File: config.mk
export PLATFORM = sky130hd
export DESIGN_NAME = mem_if_mc
export DESIGN_NICKNAME = d
export VERILOG_FILES = /design/src/rtl/mc_mem_pkg.sv /design/src/rtl/mem_lane_align.sv /design/src/rtl/mem_if_mc.sv
export SDC_FILE = /design/constraint.sdc
export NUM_CORES = 1
export LEC_CHECK = 0
export CAP_MARGIN = 20
export CORE_MARGIN = 2
export CORE_UTILIZATION = 53
export CTS_BUF_LIST = sky130_fd_sc_hd__clkbuf_4
export DETAILED_ROUTE_END_ITERATION = 16
export GPL_ROUTABILITY_DRIVEN = 0
export GPL_TIMING_DRIVEN = 0
export MAX_ROUTING_LAYER = met4
export PLACE_DENSITY = 0.94
export SLEW_MARGIN = 40
export SYNTH_ARGS = -nofsm -noshare
export SYNTH_HDL_FRONTEND = slang
export SYNTH_HIERARCHICAL = 1
export SYNTH_SLANG_ARGS = --single-unit
File: constraint.sdc
create_clock -name clk -period 4.1 [get_ports clk]
set_clock_uncertainty 0.15 [all_clocks]
set_input_delay 0.41 -clock clk [delete_from_list [all_inputs] [get_ports clk]]
set_output_delay 0.41 -clock clk [all_outputs]
set_load 0.02 [all_outputs]
File: src/rtl/mc_mem_pkg.sv
// ---------------------------------------------------------------------------
// mc_mem_pkg
// Shared definitions for the multi-cycle memory access unit (mem_if_mc) and
// its lane steering helper (mem_lane_align):
//   - memSize_e   : access size encodings MEM_BYTE / MEM_HALF / MEM_WORD
//   - mifState_e  : access FSM states MIF_IDLE / MIF_REQ / MIF_DONE
//   - XLEN        : data/address width (the lane logic assumes 4 byte lanes)
//   - RST_INSTR   : IR value after reset (NOP: addi x0,x0,0)
//   - normSize()  : folds the spare size code 2'b11 onto a word access
// ---------------------------------------------------------------------------
package mc_mem_pkg;

   localparam int XLEN = 32;
   localparam logic [XLEN-1:0] RST_INSTR = 32'h0000_0013;

   typedef enum logic [1:0] {
      MEM_BYTE = 2'b00,
      MEM_HALF = 2'b01,
      MEM_WORD = 2'b10
   } memSize_e;

   typedef enum logic [1:0] {
      MIF_IDLE = 2'b00,
      MIF_REQ  = 2'b01,
      MIF_DONE = 2'b10
   } mifState_e;

   // The controller may present 2'b11; it behaves exactly like a word access.
   function automatic memSize_e normSize(input logic [1:0] rawSize);
      memSize_e result;
      case (rawSize)
         2'b00:   result = MEM_BYTE;
         2'b01:   result = MEM_HALF;
         default: result = MEM_WORD;
      endcase
      return result;
   endfunction

endpackage

File: src/rtl/mem_lane_align.sv
// ---------------------------------------------------------------------------
// mem_lane_align
// Purely combinational byte-lane steering for a 32-bit, 4-lane bus.
// Store side: replicates the low bits of the store data across all lanes and
// builds the byte enables for the addressed lane(s).
// Load side: pulls the addressed lane out of the read buffer and sign- or
// zero-extends it.
// Ports:
//   size_i       in   access size (memSize_e)
//   off_i        in   2  byte offset of the access within the word
//   ext_i        in   1  load extension: 1 sign, 0 zero
//   storeData_i  in   32 store value, low bits significant
//   rbuf_i       in   32 read buffer holding the last word read
//   wdata_o      out  32 lane-replicated store data
//   be_o         out  4  byte enables
//   loadData_o   out  32 extracted and extended load value
// ---------------------------------------------------------------------------
module mem_lane_align (
   input  mc_mem_pkg::memSize_e size_i,
   input  logic [1:0]           off_i,
   input  logic                 ext_i,
   input  logic [31:0]          storeData_i,
   input  logic [31:0]          rbuf_i,
   output logic [31:0]          wdata_o,
   output logic [3:0]           be_o,
   output logic [31:0]          loadData_o
);
   import mc_mem_pkg::*;

   logic [7:0]  byteLane;
   logic [15:0] halfLane;

   // Store steering: every lane carries a copy of the data so the memory
   // only needs the byte enables to pick the right one. A half access only
   // looks at off[1], so off[0] never splits a halfword across the word.
   always_comb begin
      wdata_o = storeData_i;
      be_o    = 4'b1111;
      case (size_i)
         MEM_BYTE: begin
            wdata_o = {4{storeData_i[7:0]}};
            be_o    = 4'b0001 << off_i;
         end
         MEM_HALF: begin
            wdata_o = {2{storeData_i[15:0]}};
            be_o    = off_i[1] ? 4'b1100 : 4'b0011;
         end
         default: begin
            wdata_o = storeData_i;
            be_o    = 4'b1111;
         end
      endcase
   end

   // Load extraction: select the lane named by the offset, then extend from
   // its top bit when sign extension is requested. Words pass straight through.
   always_comb begin
      byteLane   = rbuf_i[{off_i, 3'b000} +: 8];
      halfLane   = off_i[1] ? rbuf_i[31:16] : rbuf_i[15:0];
      loadData_o = rbuf_i;
      case (size_i)
         MEM_BYTE: loadData_o = {{24{ext_i & byteLane[7]}}, byteLane};
         MEM_HALF: loadData_o = {{16{ext_i & halfLane[15]}}, halfLane};
         default:  loadData_o = rbuf_i;
      endcase
   end

endmodule

File: src/rtl/mem_if_mc.sv
// ---------------------------------------------------------------------------
// mem_if_mc
// Memory access unit driven by the multi-cycle controller. A start pulse in
// IDLE latches one access (instruction fetch at pc, or data access at
// alu_addr), runs a req/ack bus handshake on a word-aligned address and then
// pulses done. Holds the instruction register (IR) and memory data register
// (MDR), loaded from the read buffer on load_ir / load_mdr.
// Optional feature macro: MEM_MISALIGN_TRAP_EN -- when defined, misaligned
// half/word data accesses skip the bus and report misalign with done.
// Ports:
//   clk, rst          clock, asynchronous active-low reset
//   start             one-cycle pulse, begins an access (ignored while busy)
//   mem_sel           0 fetch from pc, 1 data access at alu_addr
//   mem_wr_en         store when set (data accesses only)
//   memory_size       00 byte, 01 half, 10/11 word
//   mem_sz_ex_sel     load extension: 1 sign, 0 zero
//   pc, alu_addr      fetch / data address
//   store_data        store value, low bits significant
//   load_ir, load_mdr register load strobes, sampled every cycle
//   bus_req/bus_we/bus_addr/bus_be/bus_wdata   bus request side
//   bus_rdata/bus_ack                          bus response side
//   ir, mdr           instruction and memory data registers
//   busy              access in flight
//   done              one-cycle completion pulse
//   misalign          misaligned access report (trap build only, else 0)
// ---------------------------------------------------------------------------
module mem_if_mc #(
   parameter int              XLEN      = mc_mem_pkg::XLEN,
   parameter logic [XLEN-1:0] RST_INSTR = mc_mem_pkg::RST_INSTR
) (
   input  logic            clk,
   input  logic            rst,
   input  logic            start,
   input  logic            mem_sel,
   input  logic            mem_wr_en,
   input  logic [1:0]      memory_size,
   input  logic            mem_sz_ex_sel,
   input  logic [XLEN-1:0] pc,
   input  logic [XLEN-1:0] alu_addr,
   input  logic [XLEN-1:0] store_data,
   input  logic            load_ir,
   input  logic            load_mdr,
   output logic            bus_req,
   output logic            bus_we,
   output logic [XLEN-1:0] bus_addr,
   output logic [3:0]      bus_be,
   output logic [XLEN-1:0] bus_wdata,
   input  logic [XLEN-1:0] bus_rdata,
   input  logic            bus_ack,
   output logic [XLEN-1:0] ir,
   output logic [XLEN-1:0] mdr,
   output logic            busy,
   output logic            done,
   output logic            misalign
);
   import mc_mem_pkg::*;

   mifState_e       state_q, state_d;
   memSize_e        size_q, reqSize;
   logic [1:0]      off_q;
   logic            ext_q, we_q, busReq_q, misalign_q;
   logic            trapNow, startIdle;
   logic [XLEN-1:0] addrSel, busAddr_q, storeData_q, rdataHold_q, rbuf_q, ir_q, mdr_q;
   logic [XLEN-1:0] laneWdata, laneLoad;
   logic [3:0]      laneBe;

   // A fetch is always a full word at offset 0, whatever size the controller
   // happens to be presenting.
   assign addrSel   = mem_sel ? alu_addr : pc;
   assign reqSize   = mem_sel ? normSize(memory_size) : MEM_WORD;
   assign startIdle = start && (state_q == MIF_IDLE);

   // Misalignment is decided from the incoming address so the FSM can bypass
   // the bus in the very cycle it would otherwise raise bus_req.
`ifdef MEM_MISALIGN_TRAP_EN
   assign trapNow = mem_sel &&
                    (((reqSize == MEM_HALF) && addrSel[0]) ||
                     ((reqSize == MEM_WORD) && (addrSel[1:0] != 2'b00)));
`else
   assign trapNow = 1'b0;
`endif

   // State register. Reset drops straight back to IDLE, so an ack arriving
   // after a mid-transaction reset finds nothing to complete.
   always_ff @(posedge clk or negedge rst) begin
      if (!rst) begin
         state_q <= MIF_IDLE;
      end else begin
         state_q <= state_d;
      end
   end

   // Next-state logic. start is only honoured in IDLE (no queueing) and
   // bus_ack only in REQ.
   always_comb begin
      state_d = state_q;
      case (state_q)
         MIF_IDLE: begin
            if (start) begin
               state_d = trapNow ? MIF_DONE : MIF_REQ;
            end
         end
         MIF_REQ: begin
            if (bus_ack) begin
               state_d = MIF_DONE;
            end
         end
         MIF_DONE: state_d = MIF_IDLE;
         default:  state_d = MIF_IDLE;
      endcase
   end

   // Datapath registers. Read data is caught in a holding register on ack
   // and only committed to rbuf as the access retires, so a load strobe on
   // the done cycle still sees the previous contents of rbuf.
   always_ff @(posedge clk or negedge rst) begin
      if (!rst) begin
         busReq_q    <= 1'b0;
         busAddr_q   <= '0;
         we_q        <= 1'b0;
         size_q      <= MEM_WORD;
         ext_q       <= 1'b0;
         off_q       <= 2'b00;
         storeData_q <= '0;
         misalign_q  <= 1'b0;
         rdataHold_q <= '0;
         rbuf_q      <= '0;
         ir_q        <= RST_INSTR;
         mdr_q       <= '0;
      end else begin
         busReq_q <= (state_d == MIF_REQ);
         if (startIdle) begin
            busAddr_q   <= {addrSel[XLEN-1:2], 2'b00};
            we_q        <= mem_sel & mem_wr_en;
            size_q      <= reqSize;
            ext_q       <= mem_sel & mem_sz_ex_sel;
            off_q       <= mem_sel ? addrSel[1:0] : 2'b00;
            storeData_q <= store_data;
            misalign_q  <= trapNow;
         end else if (state_q == MIF_DONE) begin
            misalign_q <= 1'b0;
         end
         if ((state_q == MIF_REQ) && bus_ack && !we_q) begin
            rdataHold_q <= bus_rdata;
         end
         if ((state_q == MIF_DONE) && !we_q && !misalign_q) begin
            rbuf_q <= rdataHold_q;
         end
         if (load_ir) begin
            ir_q <= rbuf_q;
         end
         if (load_mdr) begin
            mdr_q <= laneLoad;
         end
      end
   end

   mem_lane_align u_lane (
      .size_i      (size_q),
      .off_i       (off_q),
      .ext_i       (ext_q),
      .storeData_i (storeData_q),
      .rbuf_i      (rbuf_q),
      .wdata_o     (laneWdata),
      .be_o        (laneBe),
      .loadData_o  (laneLoad)
   );

   // Bus strobes and data are qualified by the registered request so they
   // read as zero whenever no transaction is on the bus.
   assign bus_req   = busReq_q;
   assign bus_we    = busReq_q & we_q;
   assign bus_addr  = busAddr_q;
   assign bus_be    = busReq_q ? laneBe : 4'b0000;
   assign bus_wdata = (busReq_q && we_q) ? laneWdata : '0;
   assign ir        = ir_q;
   assign mdr       = mdr_q;
   assign busy      = (state_q != MIF_IDLE);
   assign done      = (state_q == MIF_DONE);
`ifdef MEM_MISALIGN_TRAP_EN
   assign misalign  = misalign_q;
`else
   assign misalign  = 1'b0;
`endif

endmodule
==> qor.csv, run 1 <==
stage,metric,value,unit
drt,number of remaining DRC errors,0,
cts,Post-CTS Setup Inserts,0,
synth,"Top FF cell, synth",dfrtp_1,
worst_setup_path,WP data arrival,2.91,ns
cts,clk root buf,clkbuf_4,
placement,Port Buf Inserts,267,
pwr,Total Power,8670,uW
worst_setup_path,Crit-path slowest cell,dfstp_2,
pwr,Max IR drop VDD,0.392,mV
sta,RSZ-0062 raised after global routing,no,
synth,share of the synthesized area in the top cell type,52.1,%
synth,largest cells by area after synthesis,"dfrtp_1 (52%), mux2_2 (27%), and3_1 (2.1%)",
die,Die Y,137,microns
cts,Num CTS Buffers,17,
final_layout,post-route cell area,0.0128,sq mm
sta,maximum clock frequency,0.288,GHz
run_status,outcome,completed,
cts,clk sink count,199,
drt,DRT iter0 DRCs,617,
drt,Avg WL per Cell,21.0,microns
worst_setup_path,startpoint types,register,
worst_setup_path,CP required,3.54,ns
global_route,global-route met2 utilization,45.6,%
drt,First-pass DRT Iterations,7,
die,Initial Utilization,54.2,%
cts,H-tree depth,4,
synth,ys async rst share,100,%
placement,post-DP HPWL,19.5,mm
worst_setup_path,CP Buf/Inv Count,4,
final_layout,area taken by multi-input logic gates,0.00396,sq mm
final_layout,Fillers,1169,
sta,setup violators final,0,
sta,Slew HR,61.8,%
final_layout,NumNets Final,1130,
final_layout,share of cells above drive strength 1,32.0,%
drt,via count,6926,
worst_setup_path,Setup Crit Path Kind,reg -> out,
worst_setup_path,max incr delay on CP,0.59,ns
sta,final worst setup slack,0.633,ns
run,max_cap viols,0,
global_route,initial antenna violation count,1,
final_layout,Layout area overhead,36.3,%
worst_setup_path,crit-path max FO,10,
sta,Worst Max-Slew Pin Slew,0.573,ns
worst_setup_path,CP top delay family,buffers and inverters,
worst_setup_path,CP cell instances,"buf_4, buf_4, clkbuf_1, o21ai_0, and3_1, clkdlybuf4s50_1",
global_route,Top Usage Layer GRT,met2,
die,CORE AREA,0.0173,sq mm
synth,"EDFF count, synth",0,
pwr,PD cells,679,mW/mm^2
pwr,Static Leakage,0.00550,uW
worst_setup_path,crit path capture type,primary output,
drt,WL final,25.9,mm
sta,"Slew Viols, Final",0,
sta,worst hold margin,0.123,ns
cts,Clock transition at path regs,0.16,ns
synth,cell taking the most area after synthesis,dfrtp_1,
synth,Ys Warns,6,
drt,Detail Route Antenna Nets,0,
worst_setup_path,most frequent CP cell,buf_4,
synth,Yosys cell types,40,
global_route,M1 GR Usage,38.6,%
die,boundary pin count,276,
cts,CTS tree,yes,
cts,PostCTS Resize Cnt,0,
synth,Netlist Area Pre-Place,0.00937,sq mm
global_route,largest net degree at the start of global routing,75,
global_route,GRT Total Usage,29.5,%
drt,vias per cell,5.63,
sta,Final min period,3.47,ns
synth,most numerous cell in the Yosys netlist,mux2_2,
placement,Place WS,1.27,ns
sta,final period utilization,84.6,%
cts,CTS Buffer Depth,2,
placement,Area after DPL,0.0124,sq mm
die,die width,137,microns
die,Placement Rows,48,
die,DIE AREA,0.0188,sq mm
cts,# hold bufs at CTS,3,
synth,syn avg cell area,13.4,sq um
synth,"FF+latch count, synth",199,
cts,"Clk Latency, worst-skew pair",0.59,ns
global_route,GR Util met3,5.74,%
synth,Mapped Cells,697,
sta,final hold vios,0,
worst_hold_path,worst min path class,in -> reg,
global_route,global-route wire length before repair,40.3,mm
synth,post-synthesis sequential area ratio,53.2,%
final_layout,Register Area,0.00498,sq mm
global_route,total grt overflow,0,
global_route,number of global-route vias before repair,7284,
synth,commonest cells in the netlist,"mux2_2 (221), dfrtp_1 (195), a21oi_1 (35)",
placed cells by master, fill, tap and decap left out, types with 10 or more instances in the layout:
master | netlist | routed
clkbuf_1 | 13 | 13
and3_1 | 32 | 32
clkbuf_4 | 0 | 17
dfrtp_1 | 195 | 195
clkdlybuf4s50_1 | 0 | 266
o21ai_0 | 15 | 15
buf_4 | 16 | 16
buf_6 | 12 | 12
buf_2 | 20 | 20
nand2_1 | 21 | 21
mux2i_1 | 19 | 19
mux2_2 | 221 | 221
nor2b_1 | 10 | 10
mux2_1 | 17 | 17
a21oi_1 | 35 | 35
worst paths after layout:
check                      cells past startpoint  slack [ns]                     end                       start
max                                            6        0.63           bus_wdata[26]       size_q[1]$_DFFE_PN1P_
min                                            2        0.12     mdr[31]$_DFFE_PN0P_                    load_mdr
max reg2reg                                    6        2.00     mdr[29]$_DFFE_PN0P_       size_q[1]$_DFFE_PN1P_
min reg2reg                                    1        0.36   rbuf_q[5]$_DFFE_PN0P_  rdataHold_q[5]$_DFFE_PN0P_
max in group asynchronous                      4        2.21  rbuf_q[23]$_DFFE_PN0P_                         rst
min in group asynchronous                      3        0.58     mdr[24]$_DFFE_PN0P_                         rst
cell type report:
class                   instances  area share, %
clock buffers                  17          0.999
clock inverters                15           1.51
plain buffers                  62           3.20
flip-flops and latches        199           39.0
repair buffers                273           21.9
multi-input cells             433           31.0
inverters                       5          0.147
diodes                          1         0.0196
well taps                     225           2.20
routing by layer:
metal / up-vias / routed length (microns)
met1: 3471 / 10600
met4: 0 / 776
met5: - / 0
li1: 3070 / -
met2: 313 / 12600
met3: 72 / 1850
flip-flops by register name (all words and copies together), names as in the netlist:
name         flops
state_q          2
ext_q            1
bus_req          1
bus_addr        30
size_q           2
ir              32
mdr             32
rdataHold_q     32
we_q             1
off_q            2
storeData_q     32
rbuf_q          32
cell families (layout without fill, tap and decap cells):
logic type,count (synthesis),after routing,share of synthesized area (%)
DFF,199,199,53.2
muxes,259,259,31.0
buffers and inverters,67,372,4.57
and+or+nand+nor,108,108,7.12
other,1,4,0.0400
AOI/OAI and AO/OA,63,63,4.02
power breakdown:
group / switching (uW) / internal [uW] / total [uW]
Combinational: 1790 / 2160 / 3950
Clock: 726 / 391 / 1120
Sequential: 758 / 2850 / 3610
Total: 3270 / 5400 / 8670
stage by stage:
stage                     utilization (%)   TNS, ns  std cells
final                                73.8         0       1230
after global routing                 73.8         0       1230
after CTS                            73.8         0       1229
after detailed placement             71.8         0       1194
after global placement               71.3  -1123.71       1191
after floorplan                         -         0        699
Note: power is estimated with default switching activity, not from simulation.
==> run 2, diff against run 1 <==
Settings changed: CORE_UTILIZATION 53 to 49, PLACE_DENSITY 0.94 to 0.88.
Clock period 4.1 ns to 3.5 ns, I/O delays scaled along.
==> qor.csv, run 2 (synthesized netlist as in run 1, its figures left out) <==
stage,metric,value,unit,change
worst_setup_path,startpoint types,register,,
cts,Num CTS Buffers,17,,unchanged
drt,vias per cell,5.51,,-2.2%
sta,final hold vios,0,,unchanged
sta,setup violators final,0,,unchanged
sta,final period utilization,94.5,%,
cts,Clock transition at path regs,0.17,ns,about the same
global_route,largest net degree at the start of global routing,76,,+1.3%
drt,via count,6809,,-1.7%
run_status,outcome,completed,,
worst_setup_path,CP Buf/Inv Count,4,,unchanged
die,CORE AREA,0.0187,sq mm,+8.1%
worst_setup_path,Setup Crit Path Kind,reg -> out,,
drt,number of remaining DRC errors,0,,unchanged
final_layout,"commonest non-fill, non-tap cells in the layout","clkdlybuf4s50_1 (266), mux2_2 (221), dfrtp_1 (195)",,
drt,Detail Route Antenna Nets,0,,unchanged
pwr,Static Leakage,0.00545,uW,-0.81%
worst_setup_path,Crit-path slowest cell,clkdlybuf4s50_1,,
worst_hold_path,critical hold path startpoint,load_mdr,,
cts,CTS tree,yes,,
cts,CTS Buffer Depth,2,,unchanged
run,max_cap viols,0,,unchanged
die,die width,142,microns,+3.9%
sta,"Slew Viols, Final",0,,unchanged
cts,clk sink count,199,,unchanged
worst_setup_path,CP top delay family,buffers and inverters,,
pwr,Max IR drop VDD,0.474,mV,+21%
die,DIE AREA,0.0202,sq mm,+7.9%
cts,clk root buf,clkbuf_4,,
final_layout,"non-filler cells, final",1236,,+0.49%
worst_setup_path,CP cell instances,"buf_4, buf_6, clkbuf_4, nand2_1, o21ai_0, and3_1, clkdlybuf4s50_1",,
global_route,GRT Total Usage,26.5,%,-3.0 points
final_layout,share of cells above drive strength 1,32.0,%,about the same
drt,Avg WL per Cell,20.4,microns,-3.2%
cts,Post-CTS Setup Inserts,0,,unchanged
worst_setup_path,CP required,3.00,ns,-0.54 ns
worst_setup_path,crit path capture type,primary output,,
pwr,PD cells,785,mW/mm^2,+16%
cts,"Clk Latency, worst-skew pair",0.59,ns,about the same
global_route,number of global-route vias before repair,7206,,-1.1%
worst_setup_path,crit-path max FO,19,,+9
worst_setup_path,WP data arrival,2.81,ns,-0.10 ns
placement,Port Buf Inserts,267,,unchanged
die,boundary pin count,276,,unchanged
final_layout,"most common cell after layout, fill and taps aside",clkdlybuf4s50_1,,
die,Placement Rows,50,,+4.2%
worst_setup_path,Worst Setup SP,size_q[1]$_DFFE_PN1P_,,
final_layout,NumNets Final,1126,,-0.35%
sta,final worst setup slack,0.192,ns,-0.440 ns
drt,WL final,25.2,mm,-2.7%
final_layout,Fillers,1343,,+15%
die,Initial Utilization,50.1,%,-4.1 points
placement,post-DP HPWL,19.0,mm,-2.4%
placement,Place WS,0.604,ns,-0.670 ns
global_route,initial antenna violation count,2,,+1
sta,Slew HR,65.9,%,+4.1 points
die,Die Y,142,microns,+3.9%
sta,RSZ-0062 raised after global routing,no,,
final_layout,Layout area overhead,35.4,%,
sta,Worst Max-Slew Pin Slew,0.508,ns,-0.0641 ns
worst_setup_path,max incr delay on CP,0.61,ns,+0.02 ns
sta,Final min period,3.31,ns,
drt,First-pass DRT Iterations,5,,-2
sta,maximum clock frequency,0.302,GHz,
worst_hold_path,worst min path class,in -> reg,,
global_route,global-route wire length before repair,39.5,mm,-1.9%
worst_setup_path,reg-to-reg startpoint,off_q[0]$_DFFE_PN0P_,,
global_route,total grt overflow,0,,unchanged
placement,Placed Cells incl. Taps,1202,,+0.67%
cts,H-tree depth,4,,unchanged
drt,DRT iter0 DRCs,402,,-35%
run 2: changes by cell type in the layout (fill, tap and decap cells not counted), sizes merged:
cell	delta
clkinv	-1
bufinv	-2
clkinvlp	+1
diode	+1
inv	+2
dlygate4sd3	-2
buf	-2
run 2: power by group:
group	internal, uW	switching [uW]	total (uW)	leakage (uW)
sequential	3340	875	4210	0.00239
combinational	2530	2060	4590	0.00292
clock	311	850	1160	0.000142
total	6180	3790	9960	0.00545
run 2: area by class of cell:
cell class                 instances  area [sq um]  share of cell area [%]
tap                              234           293                    2.31
inverter                           5          18.8                   0.148
clock buffer                      17           128                    1.01
buffer                            61           412                    3.25
clock inverter                    15           139                    1.09
multi-input combinational        433          3960                    31.2
timing repair buffer             270          2740                    21.6
sequential                       199          4980                    39.3
antenna                            2          5.00                  0.0395
run 2: layer usage:
layer	share of wire (%)	global-route usage (%)	wire (microns)
met3	5.2	4.81	1300
met1	43	34.3	10900
met5	0	-	0
met4	3.0	10.7	768
met2	48	41.6	12200
run 2: timing repair:
action                                  in CTS  in global routing
hold buffers                                 1                  0
endpoints found under the hold margin      197                  0
gates resized for setup                      0                  2
endpoints found under the setup margin       6                  7
run 2: path summary, 6_finish.rpt:
path,endpoint,slack [ns],cells after the start
worst max-delay path,bus_wdata[24],0.19,7
worst min-delay path,mdr[31]$_DFFE_PN0P_,0.06,2
worst max register to register,mdr[11]$_DFFE_PN0P_,1.50,4
worst min register to register,rbuf_q[4]$_DFFE_PN0P_,0.36,1
max in group asynchronous,size_q[1]$_DFFE_PN1P_,2.35,3
min in group asynchronous,ir[24]$_DFFE_PN0P_,0.08,2
run 2: per-stage QoR:
| stage | instance area (sq um) | power [uW] | hold slack (ns) | util [%] | TNS [ns] |
|---|---|---|---|---|---|
| global placement | 12300 | 8680 | 0.315 | 66.0 | -1242.24 |
| finish | 12700 | 9960 | 0.0648 | 67.8 | 0 |
| CTS | 12700 | 10000 | 0.00356 | 67.8 | 0 |
| global route | 12700 | 10500 | 0.0306 | 67.8 | 0 |
| floorplan | 9380 | 6700 | -0.0956 | - | 0 |
| detailed placement | 12400 | 8850 | 0.154 | 66.3 | 0 |
==> run 3, diff against run 2 <==
Settings changed: CORE_UTILIZATION 49 to 68, DONT_BUFFER_PORTS from default to 1, PLACE_DENSITY 0.88 to 0.9.
Clock period 3.5 ns to 4 ns, I/O delays scaled along.
==> qor.csv, run 3 (synthesized netlist as in run 1, its figures left out) <==
stage,metric,value,unit,change
run_status,outcome,"finished, violations left",,
cts,# hold bufs at CTS,132,,+131
global_route,initial antenna violation count,1,,-1
sta,"Slew Viols, Final",0,,unchanged
final_layout,"commonest non-fill, non-tap cells in the layout","mux2_2 (221), dfrtp_1 (195), dlygate4sd3_1 (132)",,
pwr,Max IR drop VDD,0.427,mV,-9.8%
sta,final period utilization,75.1,%,
cts,Num CTS Buffers,17,,unchanged
sta,worst hold margin,-0.684,ns,-0.748 ns
worst_setup_path,Setup Crit Path Kind,reg -> out,,
pwr,Gate power share,31.4,%,-15 points
worst_setup_path,CP cell instances,"buf_4, buf_4, clkbuf_1, o21ai_0, and3_1",,
run_status,failing checks,negative hold slack,,
drt,DRT iter0 DRCs,490,,+22%
sta,post-route setup TNS,0,ns,unchanged
cts,Clock transition at path regs,0.17,ns,about the same
drt,via count,6416,,-5.8%
placement,post-DP HPWL,16.4,mm,-13%
worst_hold_path,worst min path class,in -> async,,
worst_setup_path,WP data arrival,2.45,ns,-0.36 ns
placement,Area after DPL,0.00960,sq mm,-23%
final_layout,"most common cell after layout, fill and taps aside",mux2_2,,
placement,Port Buf Inserts,0,,-100%
final_layout,Layout area overhead,19.5,%,
cts,CTS Buffer Depth,2,,unchanged
pwr,sw frac,41.1,%,+3.1 points
die,Placement Rows,42,,-16%
global_route,largest net degree at the start of global routing,200,,+160%
die,die width,121,microns,-15%
worst_setup_path,crit path capture type,primary output,,
drt,vias per cell,6.17,,+12%
global_route,number of global-route vias before repair,6912,,-4.1%
final_layout,NumNets Final,989,,-12%
worst_setup_path,CP required,3.45,ns,+0.45 ns
cts,H-tree depth,4,,unchanged
drt,Avg WL per Cell,24.6,microns,+21%
pwr,Clock Power Share,13.3,%,+1.6 points
final_layout,post-route cell area,0.0112,sq mm,-12%
pwr,P_sw,3220,uW,-15%
cts,CTS tree,yes,,
worst_setup_path,max incr delay on CP,0.58,ns,-0.03 ns
die,CORE AREA,0.0133,sq mm,-29%
worst_setup_path,most frequent CP cell,buf_4,,
final_layout,share of cells above drive strength 1,36.7,%,+4.7 points
worst_setup_path,crit-path max FO,10,,-9
global_route,total grt overflow,0,,unchanged
cts,clk sink count,199,,unchanged
sta,setup violators final,0,,unchanged
global_route,global-route wire length before repair,38.8,mm,-1.8%
worst_setup_path,r2r worst-path depth,6,,+2
drt,Detail Route Antenna Nets,0,,unchanged
die,DIE AREA,0.0147,sq mm,-27%
pwr,Seq pwr share,55.3,%,+13 points
drt,number of remaining DRC errors,0,,unchanged
pwr,PD cells,700,mW/mm^2,-11%
drt,First-pass DRT Iterations,5,,unchanged
cts,"Clk Latency, worst-skew pair",0.60,ns,about the same
global_route,GRT Total Usage,36.7,%,+10 points
die,boundary pin count,276,,unchanged
worst_setup_path,startpoint types,register,,
run,max_cap viols,0,,unchanged
die,Initial Utilization,70.2,%,+20 points
sta,Slew HR,61.3,%,-4.6 points
die,Die Y,121,microns,-15%
worst_setup_path,Crit-path slowest cell,dfstp_2,,
sta,RSZ-0062 raised after global routing,no,,
pwr,Static Leakage,0.00495,uW,-9.2%
sta,Final min period,3.00,ns,
sta,final hold vios,199,,+199
sta,maximum clock frequency,0.333,GHz,
cts,clk root buf,clkbuf_4,,
pwr,cell-internal power,4620,uW,-25%
sta,Worst Max-Slew Pin Slew,0.577,ns,+0.0690 ns
drt,WL final,25.6,mm,+1.5%
cts,PostCTS Resize Cnt,0,,unchanged
cts,Post-CTS Setup Inserts,0,,unchanged
-- run 3: cell type report --
| type | count | area (sq um) |
|---|---|---|
| diodes | 1 | 2.50 |
| plain buffers | 62 | 409 |
| clock buffers | 17 | 128 |
| clock inverters | 15 | 144 |
| fillers | 668 | 2160 |
| inverters | 5 | 18.8 |
| multi-input cells | 433 | 3960 |
| flip-flops and latches | 199 | 4980 |
| well taps | 176 | 220 |
| repair buffers | 132 | 1320 |
-- run 3: per-layer routing --
layer  up-vias  global-route usage, %  part of all wire (%)
li1       2784                      -                     -
met1      3226                   43.1                    37
met2       337                   60.1                    50
met3        69                   10.7                   9.1
met4         0                   14.1                   3.5
met5         -                      -                     0
-- run 3: critical path: cells and delay by family, from the launching register on --
kind,cells,cell delay [ns]
AND/OR/NAND/NOR,1,0.30
flip-flops,1,0.58
buffers and inverters,3,0.78
AO/OA/AOI/OAI,1,0.21
-- run 3: power by group through the flow --
stage / Sequential (uW) / Combinational (uW) / Clock [uW]
5_1_grt: 4430 / 2630 / 1130
3_3_place_gp: 4250 / 2140 / 0
6_report: 4340 / 2460 / 1050
2_1_floorplan: 3960 / 1910 / 0
3_5_place_dp: 4310 / 2260 / 0
4_1_cts: 4270 / 2390 / 1040
-- run 3: final timing paths --
path	from	endpoint	slack, ns
max in group asynchronous	rst	ir[0]$_DFFE_PN1P_	3.99
setup / recovery	size_q[1]$_DFFE_PN1P_	bus_wdata[31]	1.0
setup reg to reg	size_q[1]$_DFFE_PN1P_	mdr[29]$_DFFE_PN0P_	1.95
min in group clk	load_mdr	mdr[0]$_DFFE_PN0P_	0.05
hold reg to reg	rdataHold_q[1]$_DFFE_PN0P_	rbuf_q[1]$_DFFE_PN0P_	0.37
hold / removal	rst	storeData_q[19]$_DFFE_PN0P_	-0.68
-- run 3: metrics by stage --
step	power (uW)	worst slack, ns	std cells	hold slack, ns	utilization [%]
after floorplan	5860	1.98	699	-0.0456	-
after global routing	8190	0.854	1040	-0.735	83.8
after CTS	7700	1.05	1039	-0.701	83.8
after global placement	6390	1.73	875	-0.0419	71.9
final	7840	0.996	1040	-0.684	83.8
after detailed placement	6570	1.71	875	-0.0396	71.9
